<file path="src/rtl/rvh_l1d_lst_wr_sched.sv">
// LST MESI write scheduler: grants one of snoop/refill/pipe per cycle (or walks a flush) and
// registers it onto the LST snp or s0_req port one cycle later; ready is withheld while flushing.
module rvh_l1d_lst_wr_sched #(
  parameter int SET_NUM      = 2,
  parameter int SET_IDX_W    = 1,
  parameter int WAY_NUM      = 4,
  parameter int WAY_IDX_W    = 2,
  parameter int STARVE_LIMIT = 8,
  parameter int STARVE_CNT_W = 4
) (
  input  logic                 clk,
  input  logic                 rstn,
  input  logic                 snp_wr_valid_i,
  output logic                 snp_wr_ready_o,
  input  logic [SET_IDX_W-1:0] snp_wr_set_idx_i,
  input  logic [WAY_IDX_W-1:0] snp_wr_way_idx_i,
  input  logic [1:0]           snp_wr_dat_i,
  input  logic                 rfl_wr_valid_i,
  output logic                 rfl_wr_ready_o,
  input  logic [SET_IDX_W-1:0] rfl_wr_set_idx_i,
  input  logic [WAY_IDX_W-1:0] rfl_wr_way_idx_i,
  input  logic [1:0]           rfl_wr_dat_i,
  input  logic                 pip_wr_valid_i,
  output logic                 pip_wr_ready_o,
  input  logic [SET_IDX_W-1:0] pip_wr_set_idx_i,
  input  logic [WAY_IDX_W-1:0] pip_wr_way_idx_i,
  input  logic [1:0]           pip_wr_dat_i,
  input  logic                 flush_req_i,
  output logic                 flush_busy_o,
  output logic                 flush_done_o,
  output logic                 lst_mesi_wr_en_s0_req,
  output logic [SET_IDX_W-1:0] lst_mesi_wr_set_idx_s0_req,
  output logic [WAY_IDX_W-1:0] lst_mesi_wr_way_idx_s0_req,
  output logic [1:0]           lst_mesi_wr_dat_s0_req,
  output logic                 lst_mesi_wr_en_snp,
  output logic [SET_IDX_W-1:0] lst_mesi_wr_set_idx_snp,
  output logic [WAY_IDX_W-1:0] lst_mesi_wr_way_idx_snp,
  output logic [1:0]           lst_mesi_wr_dat_snp
);

  localparam int FC_W = SET_IDX_W + WAY_IDX_W + 1;
  localparam logic [FC_W-1:0] FLUSH_END  = FC_W'(SET_NUM * WAY_NUM);
  localparam logic [FC_W-1:0] FLUSH_LAST = FC_W'(SET_NUM * WAY_NUM - 1);
  localparam logic [STARVE_CNT_W-1:0] STARVE_TH = STARVE_CNT_W'(STARVE_LIMIT);

  typedef enum logic {S_RUN, S_FLUSH} state_e;

  state_e                  state_q, state_d;
  logic [FC_W-1:0]         flush_cnt_q, flush_cnt_d, flush_idx;
  logic                    flush_wr, flush_start, flush_end;
  logic [STARVE_CNT_W-1:0] starve_cnt_q;
  logic                    boost, arb_en;

  // The flush-start cycle already owns next cycle's s0 port slot, so no grant is issued then;
  // otherwise a snoop grant would land beside flush write (0,0) and break port exclusivity.
  assign flush_start = (state_q == S_RUN) && flush_req_i;
  assign arb_en      = (state_q == S_RUN) && !flush_req_i;
  assign boost       = starve_cnt_q >= STARVE_TH;

  assign snp_wr_ready_o = arb_en && snp_wr_valid_i;
  assign pip_wr_ready_o = arb_en && pip_wr_valid_i && !snp_wr_valid_i && (boost || !rfl_wr_valid_i);
  assign rfl_wr_ready_o = arb_en && rfl_wr_valid_i && !snp_wr_valid_i && !(boost && pip_wr_valid_i);

  // flush_cnt_q holds the index of the next flush write; FLUSH_END is a tail cycle with the
  // final write on the port, after which arbitration resumes.
  always_comb begin
    state_d     = state_q;
    flush_cnt_d = flush_cnt_q;
    flush_wr    = 1'b0;
    flush_idx   = '0;
    flush_end   = 1'b0;
    case (state_q)
      S_RUN: begin
        if (flush_req_i) begin
          state_d     = S_FLUSH;
          flush_wr    = 1'b1;
          flush_cnt_d = FC_W'(1);
        end
      end
      S_FLUSH: begin
        if (flush_cnt_q == FLUSH_END) begin
          state_d     = S_RUN;
          flush_end   = 1'b1;
          flush_cnt_d = '0;
        end else begin
          flush_wr    = 1'b1;
          flush_idx   = flush_cnt_q;
          flush_cnt_d = flush_cnt_q + FC_W'(1);
        end
      end
    endcase
  end

  always_ff @(posedge clk or negedge rstn) begin
    if (!rstn) begin
      state_q      <= S_RUN;
      flush_cnt_q  <= '0;
      starve_cnt_q <= '0;
    end else begin
      state_q     <= state_d;
      flush_cnt_q <= flush_cnt_d;
      if (!pip_wr_valid_i || pip_wr_ready_o) begin
        starve_cnt_q <= '0;
      end else if (starve_cnt_q != '1) begin
        starve_cnt_q <= starve_cnt_q + STARVE_CNT_W'(1);
      end
    end
  end

  always_ff @(posedge clk or negedge rstn) begin
    if (!rstn) begin
      flush_busy_o               <= 1'b0;
      flush_done_o               <= 1'b0;
      lst_mesi_wr_en_s0_req      <= 1'b0;
      lst_mesi_wr_set_idx_s0_req <= '0;
      lst_mesi_wr_way_idx_s0_req <= '0;
      lst_mesi_wr_dat_s0_req     <= '0;
      lst_mesi_wr_en_snp         <= 1'b0;
      lst_mesi_wr_set_idx_snp    <= '0;
      lst_mesi_wr_way_idx_snp    <= '0;
      lst_mesi_wr_dat_snp        <= '0;
    end else begin
      if (flush_start) begin
        flush_busy_o <= 1'b1;
      end else if (flush_end) begin
        flush_busy_o <= 1'b0;
      end
      flush_done_o          <= flush_wr && (flush_idx == FLUSH_LAST);
      lst_mesi_wr_en_snp    <= snp_wr_ready_o;
      lst_mesi_wr_en_s0_req <= flush_wr || rfl_wr_ready_o || pip_wr_ready_o;
      if (snp_wr_ready_o) begin
        lst_mesi_wr_set_idx_snp <= snp_wr_set_idx_i;
        lst_mesi_wr_way_idx_snp <= snp_wr_way_idx_i;
        lst_mesi_wr_dat_snp     <= snp_wr_dat_i;
      end
      if (flush_wr) begin
        lst_mesi_wr_set_idx_s0_req <= flush_idx[WAY_IDX_W +: SET_IDX_W];
        lst_mesi_wr_way_idx_s0_req <= flush_idx[WAY_IDX_W-1:0];
        lst_mesi_wr_dat_s0_req     <= 2'd0;
      end else if (rfl_wr_ready_o) begin
        lst_mesi_wr_set_idx_s0_req <= rfl_wr_set_idx_i;
        lst_mesi_wr_way_idx_s0_req <= rfl_wr_way_idx_i;
        lst_mesi_wr_dat_s0_req     <= rfl_wr_dat_i;
      end else if (pip_wr_ready_o) begin
        lst_mesi_wr_set_idx_s0_req <= pip_wr_set_idx_i;
        lst_mesi_wr_way_idx_s0_req <= pip_wr_way_idx_i;
        lst_mesi_wr_dat_s0_req     <= pip_wr_dat_i;
      end
    end
  end

endmodule

</file>
<file path="config.mk">
export PLATFORM = sky130hd
export DESIGN_NAME = rvh_l1d_lst_wr_sched
export DESIGN_NICKNAME = d
export VERILOG_FILES = /design/src/rtl/rvh_l1d_lst_wr_sched.sv
export SDC_FILE = /design/constraint.sdc
export NUM_CORES = 1
export LEC_CHECK = 0
export CORE_MARGIN = 2
export CORE_UTILIZATION = 45
export CTS_CLUSTER_DIAMETER = 150
export CTS_CLUSTER_SIZE = 12
export DETAILED_ROUTE_END_ITERATION = 8
export PLACE_DENSITY = 0.76
export RECOVER_POWER = 50
export SYNTH_ARGS = -nofsm -noshare
export SYNTH_HDL_FRONTEND = slang
export SYNTH_SLANG_ARGS = --single-unit
</file>
<file path="constraint.sdc">
create_clock -name clk -period 1.55 [get_ports clk]
set_input_delay 0.3875 -clock clk [delete_from_list [all_inputs] [get_ports clk]]
set_output_delay 0.3875 -clock clk [all_outputs]
set_load 0.05 [all_outputs]
</file>
* Yosys cells after proc, flatten, opt, wreduce, memory -nomap -nowiden *
Cells that the tools add are included.

word-level totals
  bits of input ports = 21
  logic and storage cells = 67
  output and inout port bits = 17
  register bits after elaboration = 23

operators by class
  add/sub/neg operators = 2
  muxes and demuxes = 23
  reduce and logical (&&, ||, !) cells = 23
  equal/unequal tests = 4
  order comparisons = 1
  bitwise logic cells = 1

operators with widths
  kind                   number
  $mux W4                6
  $mux W2                6
  $logic_and A1 B1 Y1    11
  $mux W1                9
  $add A4 B1 Y4 const B  2
  $pmux W4 S2            1
  $logic_not A1 Y1       5
  $eq A4 B3 Y1 const B   1
  $eq A4 B4 Y1 const B   1
  $ge A4 B4 Y1 const B   1
  $logic_or A1 B1 Y1     4
  $ne A4 B4 Y1 const B   1
  $reduce_bool A2 Y1     2
  $reduce_bool A3 Y1     1
  $ne A2 B2 Y1 const B   1
  $pmux W1 S2            1
  $not A1 Y1             1

* Depth between registers and ports, before layout *
  depth after elaboration = 8
  depth in mapped cells = 7
  mapped depth without buffers = 7

* Worst setup path before layout *
OpenSTA, ideal clock, no wires.

  path type = reg-to-output
  from = register state_q
  to = output rfl_wr_ready_o
  setup slack = 0.053 ns
  required time = 1.162 ns
  arrival = 1.110 ns
  cell stages (with the launch flop) = 4
  path through = dfrtp_1 nor2_2 nand4b_4 inv_1

between the ends
  word-level cells in the longest chain between the ends = 5

RTL lines
  element                            RTL line  RTL
  start: declaration                 48        state_e state_q, state_d;
  start signal: assignment           100       state_q <= state_d;
  $not A1 Y1                         --
  $logic_and A1 B1 Y1                57        assign arb_en = (state_q == S_RUN) && !flush_req_i;
  $logic_and A1 B1 Y1 (3 in series)  62        assign rfl_wr_ready_o = arb_en && rfl_wr_valid_i && !snp_wr_valid_i && !(boost && pip_wr_valid_i);
  end: declaration                   19        output logic rfl_wr_ready_o,

No other way between the ends.

* Worst setup path after layout *
  from = input flush_req_i
  to = output pip_wr_ready_o

between the ends
  word-level cells in the longest chain between the ends = 5

RTL lines
  element                            RTL line  RTL
  start: declaration                 28        input logic flush_req_i,
  $logic_not A1 Y1                   57
  $logic_and A1 B1 Y1                57
  $logic_and A1 B1 Y1 (3 in series)  61        assign pip_wr_ready_o = arb_en && pip_wr_valid_i && !snp_wr_valid_i && (boost || !rfl_wr_valid_i);
  end: declaration                   24        output logic pip_wr_ready_o,

No other way between the ends.

==> results.sh <==
export IMPL_outcome="finished, violations left"
export IMPL_violations="setup timing"
export IMPL_dpl_hpwl_um=2352
export IMPL_worstMarginPinSlew_ns=0.5584
export IMPL_rr_worst_depth=7
export IMPL_vias=985
export IMPL_cp_end_kind="primary output"
export IMPL_synth_cells=103
export IMPL_r2r_start="state_q"
export IMPL_finalPower_uw=3481
export IMPL_p_leak_uw=0.0009138
export IMPL_hold_path_class="input pin to flop"
export IMPL_ys_async_sr_fraction=1.000
export IMPL_coreArea_sq_um=2477
export IMPL_die_w_um=55.34
export IMPL_antenna_left=0
export IMPL_crit_arrival_ns=1.28
export IMPL_wirelength_um=3003
export IMPL_setup_viol=5
export IMPL_fin_crit_sh=1.075
export IMPL_fin_skew_ns=0.001645
export IMPL_num_nets_final=186
export IMPL_wl_per_cell_um=15.81
export IMPL_fin_ws_ns=-0.1163
export IMPL_cts_buffer_depth=2
export IMPL_multi_input_comb_area_sq_um=568.0
export IMPL_max_freq_mhz=600.1
export IMPL_cts_hold_buf=0
export IMPL_synth_ff_type="dfrtp_1"
export IMPL_crit_chain="clkdlybuf4s15_2, buf_6, nor3_4, and3_4, buf_12"
export IMPL_yosys_cell_types_count=34
export IMPL_ys_ff_latch=23
export IMPL_syn_nets=128
export IMPL_yosysWarnings=0
export IMPL_grt_first_pass_wirelength_um=5057
export IMPL_cp_slowest_cell="clkdlybuf4s15_2"
export IMPL_area_delta_synth_final_pct=63.40
export IMPL_finish_utilization=0.7823
export IMPL_die_h_um=55.34
export IMPL_grt_util_all_layers=0.2102
export IMPL_htreeDepth=1
export IMPL_rows=18
export IMPL_dr_pass1_iters=4
export IMPL_clock_latency_ns=0.31
export IMPL_p_per_area_nw_per_um2=1796
export IMPL_initial_core_util=0.4788
export IMPL_cp_max_fo=4
export IMPL_cap_violations=0
export IMPL_grt_pass1_vias=1069
export IMPL_routabilityCongestion=0.8105
export IMPL_hold_viol_final=0
export IMPL_cp_required_ns=1.16
export IMPL_maxSlewViolCount=0
export IMPL_drive_above_1_share=0.3750
export IMPL_postSynthAreaPerCell_sq_um=11.52
export IMPL_drtIter0Drc=14
export IMPL_min_from="flush_req_i"
export IMPL_drc=0
export IMPL_max_stage_delay_ns=0.22
export IMPL_ioPinCount=38
export IMPL_seq_area_frac_synth=0.4852
export IMPL_dieArea_sq_um=3063
export IMPL_regArea_sq_um=578.1
export IMPL_grt_setup_unrepaired="yes"
export IMPL_insertedDiodeCount=0
export IMPL_syn_area_sq_um=1186
export IMPL_synth_edf_count=0
export IMPL_numCtsBuffers=3
export IMPL_tns_ns=-0.3378
export IMPL_finalCriticalPeriod_ns=1.666
export IMPL_layout_commonest_cell="dfrtp_1"
export IMPL_layout_common_cells="21 x dfrtp_1, 18 x buf_12, 15 x clkdlybuf4s50_1"
export IMPL_portBuffers=37
export IMPL_holdPathEnd="flush_cnt_q[1]"
export IMPL_vias_per_cell=5.184
export IMPL_hold_path_depth=3
export IMPL_fillers=157
export IMPL_grt_overflow=0
export IMPL_grt_max_degree=24
export IMPL_maxSlewHeadroom=0.6277
export IMPL_cts_root_buf="clkbuf_4"
export IMPL_r2r_slack_ns=-0.05
export IMPL_cts_sinks=23
export IMPL_reg2reg_to="lst_mesi_wr_set_idx_s0_req"
export IMPL_cp_start_kind="input pin"
export IMPL_antenna_found_initial=0
export IMPL_ir_worst_vdd_mv=1.422
export IMPL_path_class="input pin to primary output"
export IMPL_clk_pin_slew_worst_paths_ns=0.13
export IMPL_cts_tree="done"
==> power breakdown <==
group	leakage, uW	switching (uW)	total (uW)	internal, uW
Clock	0.0000150	181	281	101
Sequential	0.000283	260	1090	826
Combinational	0.000616	1060	2110	1050
==> worst max-delay path by stage <==
stage,depth (start not counted),slack [ns],start,endpoint
finish,5,-0.12,flush_req_i,pip_wr_ready_o
global route,3,-0.17,state_q,pip_wr_ready_o
CTS,4,-0.12,state_q,rfl_wr_ready_o
detailed placement,5,-0.36,flush_req_i,pip_wr_ready_o
global placement,5,-0.32,flush_req_i,snp_wr_ready_o
floorplan,3,0.05,state_q,rfl_wr_ready_o
==> registers in the layout, summed over array words and instances (netlist names) <==
name                        count
lst_mesi_wr_en_s0_req           1
flush_done_o                    1
lst_mesi_wr_en_snp              1
lst_mesi_wr_set_idx_s0_req      1
lst_mesi_wr_set_idx_snp         1
flush_cnt_q                     4
lst_mesi_wr_way_idx_snp         2
state_q                         1
lst_mesi_wr_dat_snp             2
lst_mesi_wr_way_idx_s0_req      2
starve_cnt_q                    4
flush_busy_o                    1
lst_mesi_wr_dat_s0_req          2
==> worst max-delay path, delay by kind of cell <==
family	cells	cell delay, ns
buf+inv	3	0.49
simple gates	2	0.40
==> layout make-up <==
type / instances / area share
Timing Repair Buffer: 55 / 0.3564
Sequential cell: 23 / 0.2983
Multi-Input combinational cell: 68 / 0.2931
Inverter: 10 / 0.01937
Tap cell: 30 / 0.01937
Clock buffer: 4 / 0.01356
==> routing by layer <==
metal | GRT usage | wire, um | vias up
li1 | - | - | 469
met1 | 0.2530 | 1204 | 476
met2 | 0.3861 | 1659 | 36
met3 | 0.04215 | 116 | 4
met4 | 0.04181 | 22 | 0
met5 | 0 | 0 | -
==> timing repair <==
| item | in CTS | in global routing |
|---|---|---|
| cloned | 0 | 0 |
| pin swaps | 4 | 2 |
| resized for setup | 14 | 5 |
| endpoints found under the setup margin | 5 | 9 |
| buffers inserted | 4 | 3 |
==> stage by stage <==
stage	cells	worst slack (ns)	cell area (sq um)	hold slack (ns)
floorplan	103	0.05279	1186	0.09191
global placement	180	-0.3245	1857	0.5324
detailed placement	180	-0.3593	1857	0.5438
CTS	187	-0.1188	1911	0.4397
global route	190	-0.1710	1938	0.5410
finish	190	-0.1163	1938	0.5435
==> cell families after synthesis <==
family | count (synthesis) | synth area share
AND/OR/NAND/NOR | 31 | 0.1593
buffers and inverters | 12 | 0.05063
flip-flops | 23 | 0.4852
XOR/XNOR | 2 | 0.01477
multiplexers | 12 | 0.1224
adder cells (fa/ha/maj) | 4 | 0.04220
AO/OA/AOI/OAI | 19 | 0.1255
==> cell usage after synthesis (2+ instances only) <==
| master | number | area, sq um |
|---|---|---|
| nand3_1 | 2 | 10.01 |
| nor3_1 | 4 | 20.02 |
| o21ai_0 | 5 | 25.02 |
| a221oi_2 | 2 | 30.03 |
| nor2b_1 | 2 | 12.51 |
| ha_1 | 4 | 50.05 |
| mux2i_1 | 7 | 70.07 |
| mux2_4 | 5 | 75.07 |
| a21oi_1 | 3 | 15.01 |
| inv_1 | 9 | 33.78 |
| nor2_1 | 4 | 15.01 |
| o2bb2ai_1 | 2 | 17.52 |
| nand2_1 | 10 | 37.54 |
| buf_6 | 2 | 22.52 |
| dfrtp_1 | 23 | 575.6 |
Note: power is estimated with default switching activity, not from simulation.
